--- config.mk ---
export PLATFORM = sky130hd
export DESIGN_NAME = freq_calc
export DESIGN_NICKNAME = d
export VERILOG_FILES = /design/src/rtl/freq_pkg.sv /design/src/rtl/seq_div.sv /design/src/rtl/freq_calc.sv
export SDC_FILE = /design/constraint.sdc
export NUM_CORES = 1
export LEC_CHECK = 0
export CAP_MARGIN = 20
export CELL_PAD_IN_SITES_DETAIL_PLACEMENT = 1
export CELL_PAD_IN_SITES_GLOBAL_PLACEMENT = 1
export CORE_MARGIN = 2
export CORE_UTILIZATION = 35
export DETAILED_ROUTE_END_ITERATION = 12
export GPL_TIMING_DRIVEN = 0
export PLACE_DENSITY = 0.68
export SLEW_MARGIN = 20
export SYNTH_ARGS = -nofsm -noshare
export SYNTH_HDL_FRONTEND = slang
export SYNTH_HIERARCHICAL = 1
export SYNTH_SLANG_ARGS = --single-unit
--- constraint.sdc ---
create_clock -name clk_50M -period 7.4 [get_ports clk_50M]
set_input_delay 1.48 -clock clk_50M [delete_from_list [all_inputs] [get_ports clk_50M]]
set_output_delay 1.48 -clock clk_50M [all_outputs]
set_load 0.01 [all_outputs]
--- src/rtl/freq_pkg.sv ---
// Shared widths, reference-clock constant and FSM state encoding for the frequency calculator.
package freq_pkg;
  localparam int W  = 32;
  localparam int W2 = 2 * W;
  localparam longint unsigned F_STD_DEF = 64'd50_000_000;

  typedef enum logic [1:0] {
    IDLE = 2'd0,
    LOAD = 2'd1,
    DIV  = 2'd2,
    DONE = 2'd3
  } state_e;
endpackage

--- src/rtl/seq_div.sv ---
// Generic unsigned restoring divider, 2*DW-bit dividend by DW-bit divisor, one quotient bit per cycle.
module seq_div #(
  parameter int DW = 32
) (
  input  logic            clk_i,
  input  logic            rst_i,
  input  logic            start_i,
  input  logic [2*DW-1:0] dividend_i,
  input  logic [DW-1:0]   divisor_i,
  output logic [2*DW-1:0] quotient_o,
  output logic            done_o
);
  localparam int QW = 2 * DW;
  localparam int CW = $clog2(QW);

  // Handshake: start_i is a one-cycle pulse that captures the operands and performs the
  // first step; done_o is a one-cycle pulse exactly QW cycles later, when quotient_o is final.
  logic [DW-1:0] rem_q, div_q;
  logic [QW-1:0] dq_q;
  logic [CW-1:0] cnt_q;
  logic          run_q, done_q;

  logic [DW-1:0] src_rem, src_div, diff_lo, rem_d;
  logic [QW-1:0] src_dq, dq_d;
  logic [DW:0]   trial;
  logic          ge;

  always_comb begin
    src_rem = start_i ? '0 : rem_q;
    src_dq  = start_i ? dividend_i : dq_q;
    src_div = start_i ? divisor_i : div_q;
    trial   = {src_rem, src_dq[QW-1]};
    // Low-bit subtraction is exact whenever trial >= divisor, since the result is < divisor.
    ge      = trial[DW] | (trial[DW-1:0] >= src_div);
    diff_lo = trial[DW-1:0] - src_div;
    rem_d   = ge ? diff_lo : trial[DW-1:0];
    dq_d    = {src_dq[QW-2:0], ge};
  end

  always_ff @(posedge clk_i) begin
    if (rst_i) begin
      rem_q  <= '0;
      div_q  <= '0;
      dq_q   <= '0;
      cnt_q  <= '0;
      run_q  <= 1'b0;
      done_q <= 1'b0;
    end else begin
      done_q <= 1'b0;
      if (start_i) begin
        rem_q <= rem_d;
        dq_q  <= dq_d;
        div_q <= divisor_i;
        cnt_q <= CW'(QW - 1);
        run_q <= 1'b1;
      end else if (run_q) begin
        rem_q <= rem_d;
        dq_q  <= dq_d;
        cnt_q <= cnt_q - 1'b1;
        if (cnt_q == CW'(1)) begin
          run_q  <= 1'b0;
          done_q <= 1'b1;
        end
      end
    end
  end

  assign quotient_o = dq_q;
  assign done_o     = done_q;
endmodule

--- src/rtl/freq_calc.sv ---
// Computes F = N * F_STD / M after each gate fall; FREQ_CALC_ROUND_EN selects round-to-nearest.
module freq_calc
  import freq_pkg::*;
#(
  parameter longint unsigned F_STD = F_STD_DEF
) (
  input  logic         clk_50M,
  input  logic         rst,
  input  logic [W-1:0] M,
  input  logic [W-1:0] N,
  input  logic         gate_out,
  output logic [W-1:0] freq,
  output logic         freq_valid,
  output logic         busy,
  output logic         div_zero,
  output logic         sat,
  output logic [1:0]   state_dbg_o
);
  state_e        state_q;
  logic          gate_q;
  logic [W-1:0]  m_l_q, n_l_q, freq_q;
  logic          valid_q, busy_q, dz_q, sat_q;

  logic          trigger, div_start, div_done;
  logic [W2-1:0] dividend, quotient;

  assign trigger   = gate_q & ~gate_out;
  assign div_start = (state_q == LOAD) && (m_l_q != '0);

  always_comb begin
`ifdef FREQ_CALC_ROUND_EN
    dividend = W2'(n_l_q) * W2'(F_STD) + W2'(m_l_q >> 1);
`else
    dividend = W2'(n_l_q) * W2'(F_STD);
`endif
  end

  seq_div #(.DW(W)) u_div (
    .clk_i      (clk_50M),
    .rst_i      (rst),
    .start_i    (div_start),
    .dividend_i (dividend),
    .divisor_i  (m_l_q),
    .quotient_o (quotient),
    .done_o     (div_done)
  );

  always_ff @(posedge clk_50M) begin
    if (rst) begin
      state_q <= IDLE;
      gate_q  <= 1'b0;
      m_l_q   <= '0;
      n_l_q   <= '0;
      freq_q  <= '0;
      valid_q <= 1'b0;
      busy_q  <= 1'b0;
      dz_q    <= 1'b0;
      sat_q   <= 1'b0;
    end else begin
      gate_q  <= gate_out;
      valid_q <= 1'b0;
      case (state_q)
        IDLE: if (trigger) begin
          m_l_q   <= M;
          n_l_q   <= N;
          busy_q  <= 1'b1;
          state_q <= LOAD;
        end
        LOAD: if (m_l_q == '0) begin
          busy_q  <= 1'b0;
          state_q <= DONE;
        end else begin
          state_q <= DIV;
        end
        DIV: if (div_done) begin
          if (quotient[W2-1:W] != '0) begin
            freq_q <= '1;
            sat_q  <= 1'b1;
          end else begin
            freq_q <= quotient[W-1:0];
            sat_q  <= 1'b0;
          end
          dz_q    <= 1'b0;
          valid_q <= 1'b1;
          busy_q  <= 1'b0;
          state_q <= DONE;
        end
        // A zero divisor skips the divider and publishes its result here.
        DONE: begin
          if (m_l_q == '0) begin
            freq_q  <= '0;
            dz_q    <= 1'b1;
            sat_q   <= 1'b0;
            valid_q <= 1'b1;
          end
          state_q <= IDLE;
        end
      endcase
    end
  end

  assign freq        = freq_q;
  assign freq_valid  = valid_q;
  assign busy        = busy_q;
  assign div_zero    = dz_q;
  assign sat         = sat_q;
  assign state_dbg_o = state_q;
endmodule

==> results.tsv, run 1 <==
stage	metric	value	unit
run_status	outcome	complete, no violations	
sta	worst_slew_pin_slew	1.11	ns
worst_setup_path	ff2ff_setup_slack	0.36	ns
worst_setup_path	crit_type	reg -> reg	
clock_network	htree_levels	1	
worst_setup_path	cp.arrival	7.52	ns
routing	drt_iter0_markers	770	
finish	drive_gt1_share	3.18	%
worst_setup_path	cp_num_cells	22	
finish	fin_cells	3667	
clock_network	clockBufferDepth	3	
worst_setup_path	r2r-end	u_div/quotient_o[53]	
worst_setup_path	critPathLaunch	n_l_q[4]	
finish	regArea	4790	um2
sta	fmax	0.142	GHz
synthesis	synthDistinctLibCells	76	
worst_setup_path	cp-end-kind	flop	
clock_network	cts_setup_buffers	0	
global_routing	grtUsageTotal	20.6	%
routing	via_per_inst	5.07	
die	die_height	262	um
sta	timing.final.crit_period	7.04	ns
clock_network	cts_tree	built	
placed_design	placed_cells	3612	
worst_setup_path	cpMostUsedCell	fa_1	
synthesis	syn_avg_cell_area	8.85	um2
synthesis	yosys_warnings	6	
worst_setup_path	r2r-start	n_l_q[4]	
worst_setup_path	crit_chain	inv_1 -> fa_1 -> fa_1 -> inv_1 -> fa_1 -> fa_1 -> fa_1 -> inv_1 -> fa_1 -> inv_1 -> ha_1 -> and4_1 -> o21ai_1 -> a211oi_2 -> o41ai_4 -> a2111oi_2 -> a31oi_4 -> o21ai_2 -> a2111oi_0 -> nand4b_1 -> a21oi_1 -> nor2_1	
routing	wl_per_cell	18.7	um
placed_design	place.gp.congestion	0.897	
synthesis	synth_top_flop_cell	dfxtp_1	
routing	drt-total-wl	68.5	mm
placed_design	io_buffers	104	
worst_setup_path	crit_path_start_kind	flop	
sta	hold_viol	0	
global_routing	antenna_found_initial	0	
global_routing	overflow	0	
power	irDropWorstVdd	283	uV
die	initial_utilization	35.4	%
clock_network	cts-root-buf	clkbuf_16	
worst_setup_path	r2r_cells	22	
routing	dr.pass1.iters	5	
worst_setup_path	cp_data_required_time	7.88	ns
worst_setup_path	cp_max_fo	10	
global_routing	grt_pass1_wl	113	mm
sta	rsz0062_at_grt	false	
worst_setup_path	worstSetupEndpoint	u_div/quotient_o[53]	
power	p_leak	12.8	nW
worst_hold_path	hold_path_class	reg -> reg	
finish	num_antenna_cells	0	
sta	maxSlewHeadroom	26.3	%
synthesis	syn_inst	2631	
sta	tns	0	ns
routing	num_vias	18600	
worst_setup_path	slowest_delay	0.66	ns
die	row_count	94	
clock_network	clk_pin_slew	0.07	ns
worst_setup_path	path_buf_inv	4	
clock_network	cts.sinks	239	
clock_network	cts_resized	0	
synthesis	synth_area_leader_cell	fa_1	
finish	final_core_util	40.2	%
finish	fillers	7652	
die	io_pins	105	
global_routing	grt_pass1_vias	20900	
power	p_per_area	341	nW/um2
synthesis	synth_area_leaders	fa_1 23%, dfxtp_1 21%, ha_1 14%, inv_1 6.5%, a21oi_1 5.2%	
clock_network	clock_latency	0.62	ns
global_routing	grt_max_degree	17	
die	die_w	262	um
synthesis	synth_top_cell_area_share	23.0	%
sta	worst_clock_skew	0.0413	ns
synthesis	synth_edf_count	0	
finish	multi_input_comb_area	16600	um2
die	die-area	68600	um2
finish	nets	3381	
synthesis	synth_seq_cells	239	
synthesis	yosysMostFrequentCell	inv_1	
power	power	0.00903	W
synthesis	netlist_top_cells_count	403 x inv_1, 268 x fa_1, 267 x nor2_1, 266 x ha_1, 242 x a21oi_1	
clock_network	numCtsBuffers	30	
die	core-area	65700	um2
finish	synthToLayoutAreaGrowth	13.7	%
clock_network	postCtsHoldBufs	0	
sta	fin_crit_sh	95.1	%
synthesis	synth_area	23300	um2
routing	drc	0	
sta	drv_slew	0	
flow_run	cap_violations	0	
synthesis	async_flop_share	0	%
synthesis	yosysSeqAreaShare	20.6	%
routing	detail-route-antenna-nets	0	
placed_design	dp.final_hpwl	57.1	mm
sta	finalSetupViolCount	0	
worst_setup_path	path_delay_family	adder cells	
worst_setup_path	crit_slowest_cell	dfxtp_1	
## area by class of cell
class | count | share of cell area, %
multi-input cells | 1890 | 62.7
flip-flops and latches | 239 | 18.1
inverters | 403 | 5.72
well taps | 864 | 4.09
repair buffers | 105 | 3.99
clock buffers | 36 | 3.04
plain buffers | 111 | 1.72
clock inverters | 19 | 0.657
## worst min-delay path, stage by stage (launching register included)
cell     delay, ns
dfxtp_1       0.31
nand3_1       0.06
o41ai_1       0.06
## sequential cells by signal, indices dropped and copies added (netlist names)
name and cells:
n_l_q 32, u_div/rem_q 32, sat 1, gate_q 1, freq 32, freq_valid 1, state_dbg_o 2, u_div/done_o 1
div_zero 1, u_div/quotient_o 64, u_div/run_q 1, busy 1, u_div/cnt_q 6, u_div/div_q 32, m_l_q 32
## cells by family (layout without fill, tap and decap cells)
group                      Yosys count  count (layout)  share of synthesized area [%]
AOI/OAI and AO/OA                  505             505                           13.8
adders and majority gates          534             534                           37.3
and+or+nand+nor                    643             643                           11.9
muxes                               99              99                           4.27
xor gates and xnor gates            96              96                           3.61
buffers and inverters              514             674                           8.44
other                                1              13                         0.0161
DFF                                239             239                           20.6
## power breakdown
group          total (W)  internal [W]  switching (W)
logic            0.00581       0.00223        0.00358
clock network    0.00146      0.000816       0.000641
registers        0.00176       0.00154       0.000225
## per-layer routing
| layer | global-route usage, % | routed length, um | part of all wire (%) |
|---|---|---|---|
| met1 | 27.1 | 31100 | 45 |
| met2 | 35.8 | 33400 | 49 |
| met3 | 2.05 | 1850 | 2.7 |
| met4 | 5.79 | 2130 | 3.1 |
| met5 | 0 | 0 | 0 |
## worst min path at each step
stage          slack (ns)         endpoint  cells after the start       startpoint
2_1_floorplan        0.43  u_div/rem_q[22]                      2  u_div/rem_q[22]
3_3_place_gp         0.46  u_div/rem_q[22]                      2  u_div/rem_q[22]
3_5_place_dp         0.45  u_div/rem_q[22]                      2  u_div/rem_q[22]
4_1_cts              0.47  u_div/rem_q[22]                      2  u_div/rem_q[22]
5_1_grt              0.51  u_div/rem_q[22]                      2  u_div/rem_q[22]
6_report             0.47  u_div/rem_q[22]                      2  u_div/rem_q[22]
## cells in the final DEF, fill, tap and decap left out, types with 14 or more instances in the layout
master / instances
nor3_1: 14
inv_1: 403
nor2b_1: 37
a21oi_1: 242
nand4_1: 18
a211oi_1: 43
nor4_1: 22
a311oi_1: 17
clkbuf_1: 93
nor2_1: 266
clkdlybuf4s50_1: 104
clkbuf_16: 30
o21ai_0: 45
xor2_1: 48
nand3_1: 19
mux2i_1: 97
a21o_1: 59
xnor2_1: 48
fa_1: 268
nand2_1: 226
ha_1: 266
dfxtp_1: 237
## through the flow
stage	cell area, um2	hold WS [ns]	setup slack [ns]
6_report	26500	0.472	0.363
5_1_grt	26500	0.507	0.00462
4_1_cts	26400	0.472	0.180
3_5_place_dp	25500	0.454	0.213
3_3_place_gp	25400	0.455	0.336
2_1_floorplan	23300	0.433	1.33
Note: power is estimated with default switching activity, not from simulation.
==> run 2, diff against run 1 <==
--- a/config.mk
+++ b/config.mk
@@ -12,7 +12,7 @@
 export CORE_UTILIZATION = 35
 export DETAILED_ROUTE_END_ITERATION = 12
 export GPL_TIMING_DRIVEN = 0
-export PLACE_DENSITY = 0.68
+export PLACE_DENSITY_LB_ADDON = 0.1
 export SLEW_MARGIN = 20
 export SYNTH_ARGS = -nofsm -noshare
 export SYNTH_HDL_FRONTEND = slang
==> run 2 against run 1 <==
Wire length increased by 2.6%. Maximum frequency rose by 0.59%. Hold slack worse by 0.0012 ns. Worst setup slack gained 0.041 ns. Global-route usage increased by 0.79 points. Largest cell class unchanged. Die area unchanged. Non-clock buffer count fell by 1. Critical path type unchanged. Utilization is 0.24 points higher. Count of clock-buffer cells in the layout grew 13. Power rose by 2.7%. Cell count rose by 0.16%.
==> results.tsv, run 2 (synthesis gave the netlist of run 1 again) <==
stage	metric	value	unit
routing	num_vias	18500	
worst_setup_path	path_buf_inv	4	
sta	maxSlewHeadroom	34.4	%
power	power	0.00928	W
routing	drc	0	
die	die-area	68600	um2
worst_setup_path	cp.arrival	7.46	ns
routing	drt_iter0_markers	675	
routing	wl_per_cell	19.1	um
clock_network	clock_latency	0.55	ns
worst_setup_path	cpMostUsedCell	fa_1	
finish	fin_area	26600	um2
routing	detail-route-antenna-nets	0	
sta	fmax	0.143	GHz
worst_setup_path	crit_type	reg -> reg	
finish	drive_gt1_share	3.45	%
sta	worst_clock_skew	0.0203	ns
placed_design	place.gp.congestion	0.865	
die	io_pins	105	
global_routing	antenna_found_initial	0	
finish	layout_common_cells	403 x inv_1, 268 x fa_1, 266 x nor2_1, 266 x ha_1, 242 x a21oi_1	
worst_setup_path	cp_data_required_time	7.87	ns
placed_design	dp.final_hpwl	58.1	mm
power	p_per_area	348	nW/um2
global_routing	overflow	0	
routing	dr.pass1.iters	4	
worst_setup_path	cp_num_cells	22	
sta	finalSetupViolCount	0	
sta	rsz0062_at_grt	false	
die	initial_utilization	35.4	%
worst_setup_path	path_delay_family	adder cells	
sta	hold_ws	0.471	ns
global_routing	grt_pass1_wl	114	mm
clock_network	postCtsHoldBufs	0	
clock_network	clockBufferDepth	3	
worst_setup_path	cp_max_fo	9	
clock_network	cts.sinks	239	
sta	tns	0	ns
worst_setup_path	r2r_cells	22	
finish	num_antenna_cells	0	
sta	fin_crit_sh	94.5	%
power	p_leak	12.9	nW
flow_run	cap_violations	0	
clock_network	htree_levels	2	
sta	worst_slew_pin_slew	0.985	ns
sta	timing.final.crit_period	7.00	ns
die	die_height	262	um
worst_hold_path	worstHoldPathCells	2	
worst_hold_path	hold_path_class	reg -> reg	
finish	final_common_cell	inv_1	
finish	nets	3384	
worst_setup_path	crit_path_start_kind	flop	
global_routing	grtUsageTotal	21.3	%
die	core-area	65700	um2
clock_network	clk_pin_slew	0.06	ns
routing	via_per_inst	5.03	
worst_setup_path	crit_chain	inv_1 -> fa_1 -> fa_1 -> inv_1 -> fa_1 -> fa_1 -> fa_1 -> inv_1 -> fa_1 -> inv_1 -> ha_1 -> a21oi_1 -> o21ai_0 -> a221o_1 -> a221o_1 -> a41oi_2 -> o311a_1 -> o31ai_1 -> a21oi_1 -> xnor2_1 -> a21oi_1 -> nor2_1	
finish	fillers	7686	
finish	largest_reg_flops	64	
die	row_count	94	
clock_network	cts-root-buf	clkbuf_16	
sta	drv_slew	0	
global_routing	grt_pass1_vias	20700	
finish	synthToLayoutAreaGrowth	14.3	%
finish	final_core_util	40.5	%
clock_network	cts_tree	built	
routing	drt-total-wl	70.3	mm
run_status	outcome	complete, no violations	
placed_design	postPlaceCellArea	25500	um2
global_routing	grt_max_degree	12	
worst_setup_path	slowest_delay	0.67	ns
clock_network	numCtsBuffers	34	
die	die_w	262	um
sta	hold_viol	0	
worst_setup_path	crit_slowest_cell	dfxtp_1	
worst_setup_path	cp-end-kind	flop	
placed_design	io_buffers	104	
power	irDropWorstVdd	214	uV
run 2: stage by stage:
step	worst slack, ns	cells
floorplan	1.33	2643
global placement	0.169	3611
detailed placement	0.162	3611
CTS	0.121	3673
global route	0.0240	3673
finish	0.404	3673
run 2: worst reg2reg max path: stages (launching register included):
cell     delay, ns
dfxtp_1       0.67
inv_1         0.24
fa_1          0.48
fa_1          0.55
inv_1         0.06
fa_1          0.55
fa_1          0.46
fa_1          0.51
inv_1         0.05
fa_1          0.48
inv_1         0.05
ha_1          0.35
a21oi_1       0.28
o21ai_0       0.14
a221o_1       0.41
a221o_1       0.34
a41oi_2       0.29
o311a_1       0.26
o31ai_1       0.10
a21oi_1       0.18
xnor2_1       0.24
a21oi_1       0.13
nor2_1        0.12
run 2: final timing paths:
path	from	to	slack, ns
worst max register to register	n_l_q[10]	u_div/quotient_o[58]	0.40
worst max-delay path	n_l_q[10]	u_div/quotient_o[58]	0.40
worst min register to register	m_l_q[2]	m_l_q[2]	0.47
worst min-delay path	m_l_q[2]	m_l_q[2]	0.47
run 2: final cells by class:
type                            instances  area [um2]  area share, %
Tap cell                              864        1080           4.06
Inverter                              403        1510           5.68
Timing Repair Buffer                  104        1040           3.91
Sequential cell                       239        4790           18.0
Buffer                                111         458           1.72
Multi-Input combinational cell       1890       16600           62.3
Clock buffer                           49        1010           3.79
Clock inverter                         13         144          0.541
run 2: what timing repair did:
item                                    4_1_cts  5_1_grt
buffers inserted                              0        0
resized for setup                             0       10
endpoints found under the setup margin        0       36
run 2: routing by layer:
layer / GRT usage (%) / routed length (um) / up-vias
li1: - / - / 8983
met1: 27.7 / 32300 / 9234
met2: 37.8 / 34900 / 171
met3: 2.35 / 1540 / 74
met4: 5.48 / 1530 / 0
met5: 0 / 0 / -
run 2: power by group:
part / internal, W / switching [W]
Sequential: 0.00154 / 0.000221
Clock: 0.00102 / 0.000652
Combinational: 0.00222 / 0.00362
Total: 0.00478 / 0.00449
==> run 3, diff against run 2 <==
--- a/config.mk
+++ b/config.mk
@@ -12,7 +12,7 @@
 export CORE_UTILIZATION = 35
 export DETAILED_ROUTE_END_ITERATION = 12
 export GPL_TIMING_DRIVEN = 0
-export PLACE_DENSITY_LB_ADDON = 0.1
+export PLACE_DENSITY = 0.62
 export SLEW_MARGIN = 20
 export SYNTH_ARGS = -nofsm -noshare
 export SYNTH_HDL_FRONTEND = slang
==> constraint.sdc (replaced) <==
create_clock -name clk_50M -period 6.82 [get_ports clk_50M]
set_input_delay 1.364 -clock clk_50M [delete_from_list [all_inputs] [get_ports clk_50M]]
set_output_delay 1.364 -clock clk_50M [all_outputs]
set_load 0.01 [all_outputs]
==> run 3 against run 2 <==
Cell count up 0.22%. Via count rose by 1.1%. Die area stayed put. Worst setup slack worse by 0.16 ns. Clock power fell by 4%. Combinational power up 9.6%. Final area grew 0.65%. Critical path type unchanged. Critical endpoint is now u_div/quotient_o[50]. Largest cell class unchanged. Largest power group unchanged. Highest routed layer unchanged.
==> results.tsv, run 3 (synthesis gave the netlist of run 1 again) <==
stage	metric	value	unit
run_status	outcome	complete, no violations	
sta	worst_slew_pin_slew	0.886	ns
flow_run	cap_violations	0	
clock_network	cts-root-buf	clkbuf_16	
sta	drv_slew	0	
sta	fmax	0.152	GHz
worst_setup_path	cp_data_required_time	7.29	ns
clock_network	clock_latency	0.60	ns
clock_network	htree_levels	1	
sta	maxSlewHeadroom	40.9	%
finish	drive_gt1_share	4.86	%
sta	rsz0062_at_grt	true	
sta	worst_clock_skew	0.0344	ns
worst_setup_path	crit_type	reg -> reg	
clock_network	numCtsBuffers	30	
die	row_count	94	
finish	final_core_util	40.7	%
routing	detail-route-antenna-nets	0	
sta	hold_viol	0	
global_routing	antenna_found_initial	0	
power	irDropWorstVdd	298	uV
sta	fin_crit_sh	96.4	%
power	p_leak	12.9	nW
die	die-area	68600	um2
clock_network	clk_pin_slew	0.06	ns
global_routing	grt_pass1_wl	114	mm
routing	met1Wirelength	31.6	mm
routing	dr.pass1.iters	4	
clock_network	postCtsHoldBufs	0	
worst_hold_path	hold_path_class	reg -> reg	
sta	tns	0	ns
die	core-area	65700	um2
sta	finalSetupViolCount	0	
finish	final_common_cell	inv_1	
worst_setup_path	cp-end-kind	flop	
finish	largest_reg_flops	64	
sta	setup_ws	0.243	ns
routing	dr_wl_met2	34.7	mm
clock_network	cts.sinks	239	
placed_design	dp.final_hpwl	58.1	mm
routing	via_per_inst	5.07	
routing	drt-total-wl	69.5	mm
worst_setup_path	cp_max_fo	7	
placed_design	pre_cts_ws	-0.363	ns
die	io_pins	105	
die	die_w	262	um
global_routing	grt_max_degree	17	
routing	num_vias	18700	
finish	layout_common_cells	401 x inv_1, 267 x fa_1, 265 x nor2_1, 261 x ha_1, 240 x a21oi_1	
sta	timing.final.crit_period	6.58	ns
global_routing	grt_pass1_vias	20900	
die	die_height	262	um
worst_setup_path	cp.arrival	7.05	ns
clock_network	clockBufferDepth	3	
routing	drc	0	
global_routing	overflow	0	
routing	wl_met3	1.28	mm
placed_design	io_buffers	104	
global_routing	grtUsageTotal	20.9	%
die	initial_utilization	35.4	%
finish	num_antenna_cells	0	
power	power	0.00991	W
finish	synthToLayoutAreaGrowth	15.1	%
worst_setup_path	crit_path_start_kind	flop	
placed_design	place.gp.congestion	0.857	
routing	wl_per_cell	18.9	um
clock_network	cts_tree	built	
finish	nets	3399	
power	p_per_area	370	nW/um2
routing	top_layer_used	met4	
routing	drt_iter0_markers	652	
-- run 3: critical path: stages (launching register included) --
cell,delay [ns]
dfxtp_4,0.44
clkinvlp_4,0.16
buf_4,0.16
fa_1,0.42
inv_1,0.06
ha_1,0.26
a21o_1,0.24
fa_1,0.47
fa_1,0.53
fa_1,0.52
inv_1,0.05
fa_1,0.48
inv_1,0.04
ha_1,0.36
a21oi_2,0.19
o21ai_0,0.12
a221o_1,0.40
a221o_1,0.36
a41oi_4,0.26
buf_4,0.16
o31a_1,0.10
and2_4,0.19
o21ai_0,0.11
xnor2_1,0.17
a21oi_1,0.17
nor2_1,0.05
-- run 3: worst paths after layout --
path                                       from                   end  slack, ns  cells after the start
worst max-delay path                   n_l_q[6]  u_div/quotient_o[50]       0.24                     25
worst min register to register  u_div/rem_q[22]       u_div/rem_q[22]       0.47                      2
worst max register to register         n_l_q[6]  u_div/quotient_o[50]       0.24                     25
worst min-delay path            u_div/rem_q[22]       u_div/rem_q[22]       0.47                      2
-- run 3: where the power goes --
part | leakage [nW] | switching [W] | internal [W] | total, W
Clock | 0.470 | 0.000636 | 0.000965 | 0.00160
Combinational | 10.5 | 0.00394 | 0.00245 | 0.00640
Sequential | 1.95 | 0.000247 | 0.00167 | 0.00191
-- run 3: metrics by stage --
| step | instance area [um2] | hold WS (ns) | cells |
|---|---|---|---|
| final | 26800 | 0.473 | 3681 |
| after global routing | 26800 | 0.498 | 3681 |
| after CTS | 26500 | 0.472 | 3663 |
| after detailed placement | 25500 | 0.456 | 3612 |
| after floorplan | 23300 | 0.433 | 2643 |
| after global placement | 25400 | 0.457 | 3611 |
-- run 3: what timing repair did --
| item | CTS | global route |
|---|---|---|
| setup endpoints to repair | 43 | 45 |
| resized for setup | 13 | 50 |
| pin swaps | 0 | 10 |
| buffers inserted | 0 | 18 |
-- run 3: per-layer routing --
metal | vias up | global-route usage, %
met5 | - | 0
met4 | 0 | 5.52
met3 | 84 | 1.78
met2 | 179 | 37.3
met1 | 9405 | 27.3
li1 | 8993 | -
-- run 3: area by class of cell --
cell class	instances	area, um2
Buffer	111	460
Clock buffer	45	847
Clock inverter	6	136
Fill cell	7668	39000
Inverter	403	1520
Multi-Input combinational cell	1890	16700
Sequential cell	239	4840
Tap cell	864	1080
Timing Repair Buffer	123	1190
